## src/rtl/multicycle_ctrl.sv

```systemverilog
// Multicycle main-control FSM: decodes the IR opcode and sequences
// datapath strobes and mux selects, stalling memory states on mem_ready.
module multicycle_ctrl #(
  parameter logic [5:0] OP_RTYPE = 6'b000000,
  parameter logic [5:0] OP_LW    = 6'b100011,
  parameter logic [5:0] OP_SW    = 6'b101011,
  parameter logic [5:0] OP_BEQ   = 6'b000100,
  parameter logic [5:0] OP_J     = 6'b000010
) (
  input  logic       clk,
  input  logic       rst,
  input  logic [5:0] op,
  input  logic       mem_ready,
  output logic [1:0] ALUOp,
  output logic       ALUSrcA,
  output logic [1:0] ALUSrcB,
  output logic [1:0] PCSource,
  output logic       PCWrite,
  output logic       PCWriteCond,
  output logic       IorD,
  output logic       MemRead,
  output logic       MemWrite,
  output logic       IRWrite,
  output logic       RegDst,
  output logic       MemtoReg,
  output logic       RegWrite,
  output logic       illegal_op,
  output logic [3:0] state
);

  typedef enum logic [3:0] {
    FETCH  = 4'd0,
    DECODE = 4'd1,
    MEMADR = 4'd2,
    MEMRD  = 4'd3,
    MEMWB  = 4'd4,
    MEMWR  = 4'd5,
    EXEC   = 4'd6,
    RWB    = 4'd7,
    BRANCH = 4'd8,
    JUMP   = 4'd9
  } state_t;

  state_t cur, nxt;

  logic is_mem, is_r, is_beq, is_j;

  assign is_mem = (op == OP_LW) || (op == OP_SW);
  assign is_r   = (op == OP_RTYPE);
  assign is_beq = (op == OP_BEQ);
  assign is_j   = (op == OP_J);
  assign state  = cur;

  always_ff @(posedge clk) begin
    if (rst) cur <= FETCH;
    else     cur <= nxt;
  end

  always_comb begin
    nxt         = FETCH;
    ALUOp       = 2'b00;
    ALUSrcA     = 1'b0;
    ALUSrcB     = 2'b00;
    PCSource    = 2'b00;
    PCWrite     = 1'b0;
    PCWriteCond = 1'b0;
    IorD        = 1'b0;
    MemRead     = 1'b0;
    MemWrite    = 1'b0;
    IRWrite     = 1'b0;
    RegDst      = 1'b0;
    MemtoReg    = 1'b0;
    RegWrite    = 1'b0;
    illegal_op  = 1'b0;
    case (cur)
      FETCH: begin
        MemRead = 1'b1;
        ALUSrcB = 2'b01;
        IRWrite = mem_ready;
        PCWrite = mem_ready;
        nxt     = mem_ready ? DECODE : FETCH;
      end
      DECODE: begin
        // branch target precomputed here while op is decoded
        ALUSrcB = 2'b11;
        unique case (1'b1)
          is_mem:  nxt = MEMADR;
          is_r:    nxt = EXEC;
          is_beq:  nxt = BRANCH;
          is_j:    nxt = JUMP;
          default: illegal_op = 1'b1;
        endcase
      end
      MEMADR: begin
        ALUSrcA = 1'b1;
        ALUSrcB = 2'b10;
        nxt     = (op == OP_LW) ? MEMRD : MEMWR;
      end
      MEMRD: begin
        MemRead = 1'b1;
        IorD    = 1'b1;
        nxt     = mem_ready ? MEMWB : MEMRD;
      end
      MEMWB: begin
        RegWrite = 1'b1;
        MemtoReg = 1'b1;
      end
      MEMWR: begin
        MemWrite = 1'b1;
        IorD     = 1'b1;
        nxt      = mem_ready ? FETCH : MEMWR;
      end
      EXEC: begin
        ALUSrcA = 1'b1;
        ALUOp   = 2'b10;
        nxt     = RWB;
      end
      RWB: begin
        RegWrite = 1'b1;
        RegDst   = 1'b1;
      end
      BRANCH: begin
        ALUSrcA     = 1'b1;
        ALUOp       = 2'b01;
        PCWriteCond = 1'b1;
        PCSource    = 2'b01;
      end
      JUMP: begin
        PCWrite  = 1'b1;
        PCSource = 2'b10;
      end
      default: nxt = FETCH;
    endcase
    // an abandoned instruction must not write anything in the reset cycle
    if (rst) begin
      ALUOp       = 2'b00;
      PCWrite     = 1'b0;
      PCWriteCond = 1'b0;
      MemRead     = 1'b0;
      MemWrite    = 1'b0;
      IRWrite     = 1'b0;
      RegWrite    = 1'b0;
      illegal_op  = 1'b0;
    end
  end

endmodule

```

## config.mk

```make
export PLATFORM = sky130hd
export DESIGN_NAME = multicycle_ctrl
export DESIGN_NICKNAME = d
export VERILOG_FILES = /design/src/rtl/multicycle_ctrl.sv
export SDC_FILE = /design/constraint.sdc
export NUM_CORES = 1
export LEC_CHECK = 0
export CAP_MARGIN = 20
export CORE_AREA = 5 5 46 48
export DETAILED_ROUTE_END_ITERATION = 10
export DIE_AREA = 0 0 51 53
export GPL_ROUTABILITY_DRIVEN = 0
export HOLD_SLACK_MARGIN = 0.03
export PLACE_DENSITY = 0.66
export SYNTH_ARGS = -nofsm -noshare
export SYNTH_HDL_FRONTEND = slang
export SYNTH_SLANG_ARGS = --single-unit
```

## constraint.sdc

```tcl
create_clock -name clk -period 2.2 [get_ports clk]
set_input_delay 0.44 -clock clk [delete_from_list [all_inputs] [get_ports clk]]
set_output_delay 0.44 -clock clk [all_outputs]
set_load 0.01 [all_outputs]
```

==> results.sh, run 1 <==
export IMPL_status="finished, final reports clean"
export IMPL_grt_pass1_vias=582
export IMPL_drive_above_1_share=0.2521
export IMPL_fp_dieW_um=51
export IMPL_ys_ff_latch=4
export IMPL_crit_path_start_kind="input pin"
export IMPL_insertion_delay_ns=0.23
export IMPL_fp_dieH_um=53
export IMPL_drc_errors=0
export IMPL_final_util=0.5551
export IMPL_final_common_cell="clkdlybuf4s50_1"
export IMPL_final_cell_mix="clkdlybuf4s50_1, buf_4, nor2_1, nor3_1, nand2b_1"
export IMPL_synth_top_cell_by_area="dfxtp_1"
export IMPL_grt_pass1_wl_um=2421
export IMPL_cts_buffers=3
export IMPL_core_um2=1670
export IMPL_cts_sinks=4
export IMPL_drt_wirelength_per_cell_um=12.07
export IMPL_post_cts_buffers=0
export IMPL_critPathKind="in2out"
export IMPL_viasPerCell=4.963
export IMPL_slew_headroom=0.8330
export IMPL_cts_tree="yes"
export IMPL_layout_min_cycle_time_ns=2.175
export IMPL_ir_drop_mv=0.3571
export IMPL_netlist_cell_type_count=26
export IMPL_synth_cells=73
export IMPL_combPwrFrac=0.349
export IMPL_ant_nets=0
export IMPL_crit_fanout=2
export IMPL_grt_overflow=0
export IMPL_endpoint_kind="output pin"
export IMPL_tns_ns=0
export IMPL_synth_edf_count=0
export IMPL_hold_depth=3
export IMPL_clock_root_buffer="clkbuf_4"
export IMPL_power_switching_uw=68.24
export IMPL_die_area_um2=2703
export IMPL_p_leak_uw=0.0004088
export IMPL_postSynthAreaPerCell_um2=6.565
export IMPL_layout_setup_ws_ns=0.02543
export IMPL_synth_warnings=0
export IMPL_synthFlopType="dfxtp_1"
export IMPL_tightest_slew_ns=0.2481
export IMPL_yosys_top_cells_area="dfxtp_1, nand2b_1, nor3_1"
export IMPL_min_from="state[1]"
export IMPL_clockPowerShare=0.353
export IMPL_ff2ff_setup_slack_ns=0.47
export IMPL_max_freq_mhz=459.9
export IMPL_port_buffers=29
export IMPL_wl_um=1641
export IMPL_async_flop_share=0
export IMPL_drtIter0Drc=4
export IMPL_max_cap_viol_count=0
export IMPL_post_route_period_util=0.9884
export IMPL_area_growth_pct=93.47
export IMPL_first_pass_iters=4
export IMPL_hp_class="reg2reg"
export IMPL_fin_skew_ns=0.004058
export IMPL_grt_antenna_before_repair=0
export IMPL_htree_levels=1
export IMPL_slew_violations=0
export IMPL_critPathMaxStageDelay_ns=0.43
export IMPL_setup_viol=0
export IMPL_path_clk_slew_ns=0.04
export IMPL_hold_buffers=0
export IMPL_grt_start_max_net_pins=11
export IMPL_insertedDiodeCount=0
export IMPL_r2r_start="state[1]"
export IMPL_post_place_ws_ns=-0.3019
export IMPL_grtUsageTotal=0.1152
export IMPL_worst_path_max_delay_cell="clkdlybuf4s50_1"
export IMPL_crit_path_cell_trace="clkdlybuf4s50_1 -> or3_4 -> o22a_1 -> nor2_1 -> nor2_1 -> buf_2"
export IMPL_ios=30
export IMPL_hpwl_um=1323
export IMPL_cp_required_ns=1.76
export IMPL_largest_reg_flops=4
export IMPL_whs_endpoint="state[2]"
export IMPL_synthDominantCellAreaShare=0.1671
export IMPL_cts_buffer_depth=2
export IMPL_internal_power_uw=186.3
export IMPL_syn_num_nets=82
export IMPL_vias=675
export IMPL_p_seq_frac=0.298
export IMPL_r2r_end="state[2]"
export IMPL_cp_data_arrival_time_ns=1.73
export IMPL_cpMostUsedCell="nor2_1"
export IMPL_start_util=0.2869
export IMPL_hold_viol_final=0
export IMPL_yosysSeqAreaShare=0.1671
export IMPL_swShare=0.2681
export IMPL_r2r_cells=5
export IMPL_std_cell_rows=15
export IMPL_power_density_nw_per_um2=274.6
export IMPL_synth_cell_area_um2=479.2
export IMPL_fin_nets=130
[metrics by stage]
stage          cells  total power [uW]  instance area [um2]  hold WS [ns]
2_1_floorplan     73             110.2                479.2        0.5162
3_3_place_gp     133             166.4                895.9        0.6858
3_5_place_dp     133             167.6                895.9        0.6864
4_1_cts          136             256.5                912.1        0.6907
5_1_grt          136             274.3                927.1        0.7186
6_report         136             254.6                927.1        0.6899
[cell families after synthesis]
kind of cell           share of synthesized area
AO/OA/AOI/OAI                             0.1697
XOR/XNOR                                 0.03656
buffers and inverters                    0.08614
flip-flops                                0.1671
multiplexers                             0.02089
AND/OR/NAND/NOR                           0.5196
[layout make-up]
| cell class | count | area (um2) |
|---|---|---|
| clock buffers | 3 | 22.52 |
| fillers | 154 | 743.2 |
| inverters | 3 | 11.26 |
| multi-input cells | 62 | 376.6 |
| flip-flops and latches | 4 | 81.33 |
| well taps | 17 | 21.27 |
| repair buffers | 47 | 414.1 |
[per-layer routing]
layer / GRT usage / share of wire / up-vias
li1: - / - / 348
met1: 0.1405 / 0.43 / 306
met2: 0.2082 / 0.51 / 21
met3: 0.02817 / 0.057 / 0
met4: 0.01345 / 0 / 0
met5: 0 / 0 / -
[what timing repair did]
action,4_1_cts,5_1_grt
gates resized for setup,12,7
setup endpoints to repair,10,4
pin swaps,1,0
[cells in the mapped netlist, types with 2 or more instances]
| master | number |
|---|---|
| a21oi_1 | 5 |
| and2_1 | 2 |
| buf_6 | 2 |
| dfxtp_1 | 4 |
| inv_1 | 3 |
| nand2_1 | 3 |
| nand2b_1 | 8 |
| nand3_1 | 2 |
| nor2_1 | 10 |
| nor2b_1 | 2 |
| nor3_1 | 8 |
| nor4_1 | 3 |
| o21ai_0 | 3 |
| or3_1 | 5 |
| xnor2_1 | 2 |
[power by group through the flow]
stage | Clock, uW | Combinational (uW) | Sequential (uW)
2_1_floorplan | 0 | 32.6 | 77.6
3_3_place_gp | 0 | 89.4 | 77.1
3_5_place_dp | 0 | 90.5 | 77.0
4_1_cts | 93.5 | 87.1 | 76.0
5_1_grt | 102 | 96.6 | 76.0
6_report | 89.8 | 88.8 | 75.9
[worst max-delay path by stage]
stage          slack [ns]         end  startpoint
6_report             0.03  illegal_op       op[5]
5_1_grt             -0.02  illegal_op       op[5]
4_1_cts              0.03     PCWrite   mem_ready
3_5_place_dp        -0.30  illegal_op       op[0]
3_3_place_gp        -0.28  illegal_op       op[0]
2_1_floorplan        0.44  illegal_op    state[2]
[critical path, delay by kind of cell]
kind	cells	cell delay, ns
buffers and inverters	2	0.56
AOI/OAI and AO/OA	1	0.21
and+or+nand+nor	3	0.53
Power figures use the tool's default switching activity.
==> inputs of run 2 (changes only) <==
Settings changed: CORE_AREA 5 5 46 48 to 5 5 44 46, DIE_AREA 0 0 51 53 to 0 0 49 51, PLACE_DENSITY 0.66 to 0.72, TNS_END_PERCENT set to 30.
==> results.sh, run 2 (synthesis gave the netlist of run 1 again) <==
export IMPL_multi_input_area_um2=365.4
export IMPL_final_cell_mix="clkdlybuf4s50_1, buf_4, nor2_1, nor3_1"
export IMPL_final_util=0.6173
export IMPL_fp_dieW_um=49
export IMPL_endpoint_kind="output pin"
export IMPL_cp_data_arrival_time_ns=1.72
export IMPL_tightest_slew_ns=0.2743
export IMPL_ff2ff_setup_slack_ns=0.51
export IMPL_grt_pass1_vias=621
export IMPL_crit_path_start_kind="input pin"
export IMPL_register_area_um2=81.33
export IMPL_core_um2=1471
export IMPL_post_route_period_util=0.9805
export IMPL_critPathKind="in2out"
export IMPL_drt_wirelength_per_cell_um=12.34
export IMPL_grt_pass1_wl_um=2663
export IMPL_drtIter0Drc=4
export IMPL_cts_buffer_depth=2
export IMPL_status="finished, final reports clean"
export IMPL_slew_violations=0
export IMPL_cpMostUsedCell="nor2_1"
export IMPL_htree_levels=1
export IMPL_path_clk_slew_ns=0.04
export IMPL_vias=675
export IMPL_fp_dieH_um=51
export IMPL_std_cell_rows=14
export IMPL_clock_root_buffer="clkbuf_4"
export IMPL_ant_nets=0
export IMPL_hold_depth=3
export IMPL_grt_antenna_before_repair=0
export IMPL_whs_endpoint="state[3]"
export IMPL_first_pass_iters=4
export IMPL_drc_errors=0
export IMPL_final_common_cell="clkdlybuf4s50_1"
export IMPL_totalPowerFinal_uw=254.7
export IMPL_drive_above_1_share=0.2203
export IMPL_viasPerCell=5.037
export IMPL_fin_nets=129
export IMPL_area_growth_pct=89.56
export IMPL_die_area_um2=2499
export IMPL_rsz0062_at_grt="true"
export IMPL_start_util=0.3257
export IMPL_power_density_nw_per_um2=280.4
export IMPL_grt_overflow=0
export IMPL_r2r_cells=5
export IMPL_hp_class="reg2reg"
export IMPL_layout_min_cycle_time_ns=2.157
export IMPL_post_cts_buffers=0
export IMPL_fin_skew_ns=0.0004758
export IMPL_worst_path_max_delay_cell="clkdlybuf4s50_1"
export IMPL_r2r_end="state[2]"
export IMPL_hold_buffers=0
export IMPL_crit_path_cell_trace="clkdlybuf4s50_1 -> or3_4 -> o22a_1 -> nor2_1 -> nor2_1 -> clkbuf_2"
export IMPL_slew_headroom=0.8155
export IMPL_p_leak_uw=0.0004155
export IMPL_cp_required_ns=1.76
export IMPL_r2r_start="state[1]"
export IMPL_max_cap_viol_count=0
export IMPL_hold_slack_ns=0.6811
export IMPL_setup_viol=0
export IMPL_cts_buffers=3
export IMPL_grt_start_max_net_pins=11
export IMPL_grtUsageTotal=0.1310
export IMPL_hpwl_um=1359
export IMPL_ios=30
export IMPL_fillers=149
export IMPL_port_buffers=29
export IMPL_insertion_delay_ns=0.24
export IMPL_cts_tree="yes"
export IMPL_min_from="state[0]"
export IMPL_wl_um=1654
export IMPL_max_freq_mhz=463.6
export IMPL_critPathMaxStageDelay_ns=0.42
export IMPL_largest_reg_flops=4
export IMPL_cts_sinks=4
export IMPL_ir_drop_mv=0.2182
export IMPL_crit_fanout=2
export IMPL_hold_viol_final=0
export IMPL_insertedDiodeCount=0
run 2: area by class of cell:
cell class,count,share of cell area
clock buffer,3,0.02479
inverter,3,0.01240
multi-input combinational,62,0.4022
sequential,4,0.08953
tap,16,0.02204
timing repair buffer,46,0.4490
run 2: repair_timing:
item,CTS,global route
gates resized for setup,10,8
setup endpoints to repair,10,4
pin swaps,0,1
run 2: where the power goes:
part           total, uW  internal (uW)  switching (uW)
Combinational       87.2           50.3            36.9
Clock               91.5           61.0            30.5
Sequential          76.0           74.3            1.65
Total                255            186            69.0
run 2: per-stage QoR:
stage	TNS, ns	std cells	setup WS [ns]	instance area (um2)
finish	0	134	0.04290	908.4
global route	-0.03037	134	-0.03037	908.4
CTS	-0.1110	134	-0.1110	899.6
detailed placement	-1.274	131	-0.3043	887.1
global placement	-1.114	131	-0.2790	887.1
floorplan	0	73	0.4351	479.2
run 2: how the worst max path moves through the flow:
| stage | from | cells after the start | to | slack [ns] |
|---|---|---|---|---|
| after CTS | op[0] | 6 | illegal_op | -0.11 |
| after global placement | op[0] | 6 | illegal_op | -0.28 |
| final | op[0] | 6 | illegal_op | 0.04 |
| after detailed placement | op[0] | 6 | illegal_op | -0.30 |
| after floorplan | state[2] | 5 | illegal_op | 0.44 |
| after global routing | op[0] | 6 | illegal_op | -0.03 |
run 2: worst max-delay path: cells and delay by family:
kind,cells,cell delay (ns)
AO/OA/AOI/OAI,1,0.21
AND/OR/NAND/NOR,3,0.54
buffers and inverters,2,0.54
run 2: metal layers:
| metal | global-route usage | vias up | wire (um) |
|---|---|---|---|
| met5 | 0 | - | 0 |
| met4 | 0.04036 | 0 | 8 |
| met3 | 0.04651 | 2 | 115 |
| met2 | 0.2543 | 25 | 857 |
| met1 | 0.1289 | 301 | 672 |
| li1 | - | 347 | - |
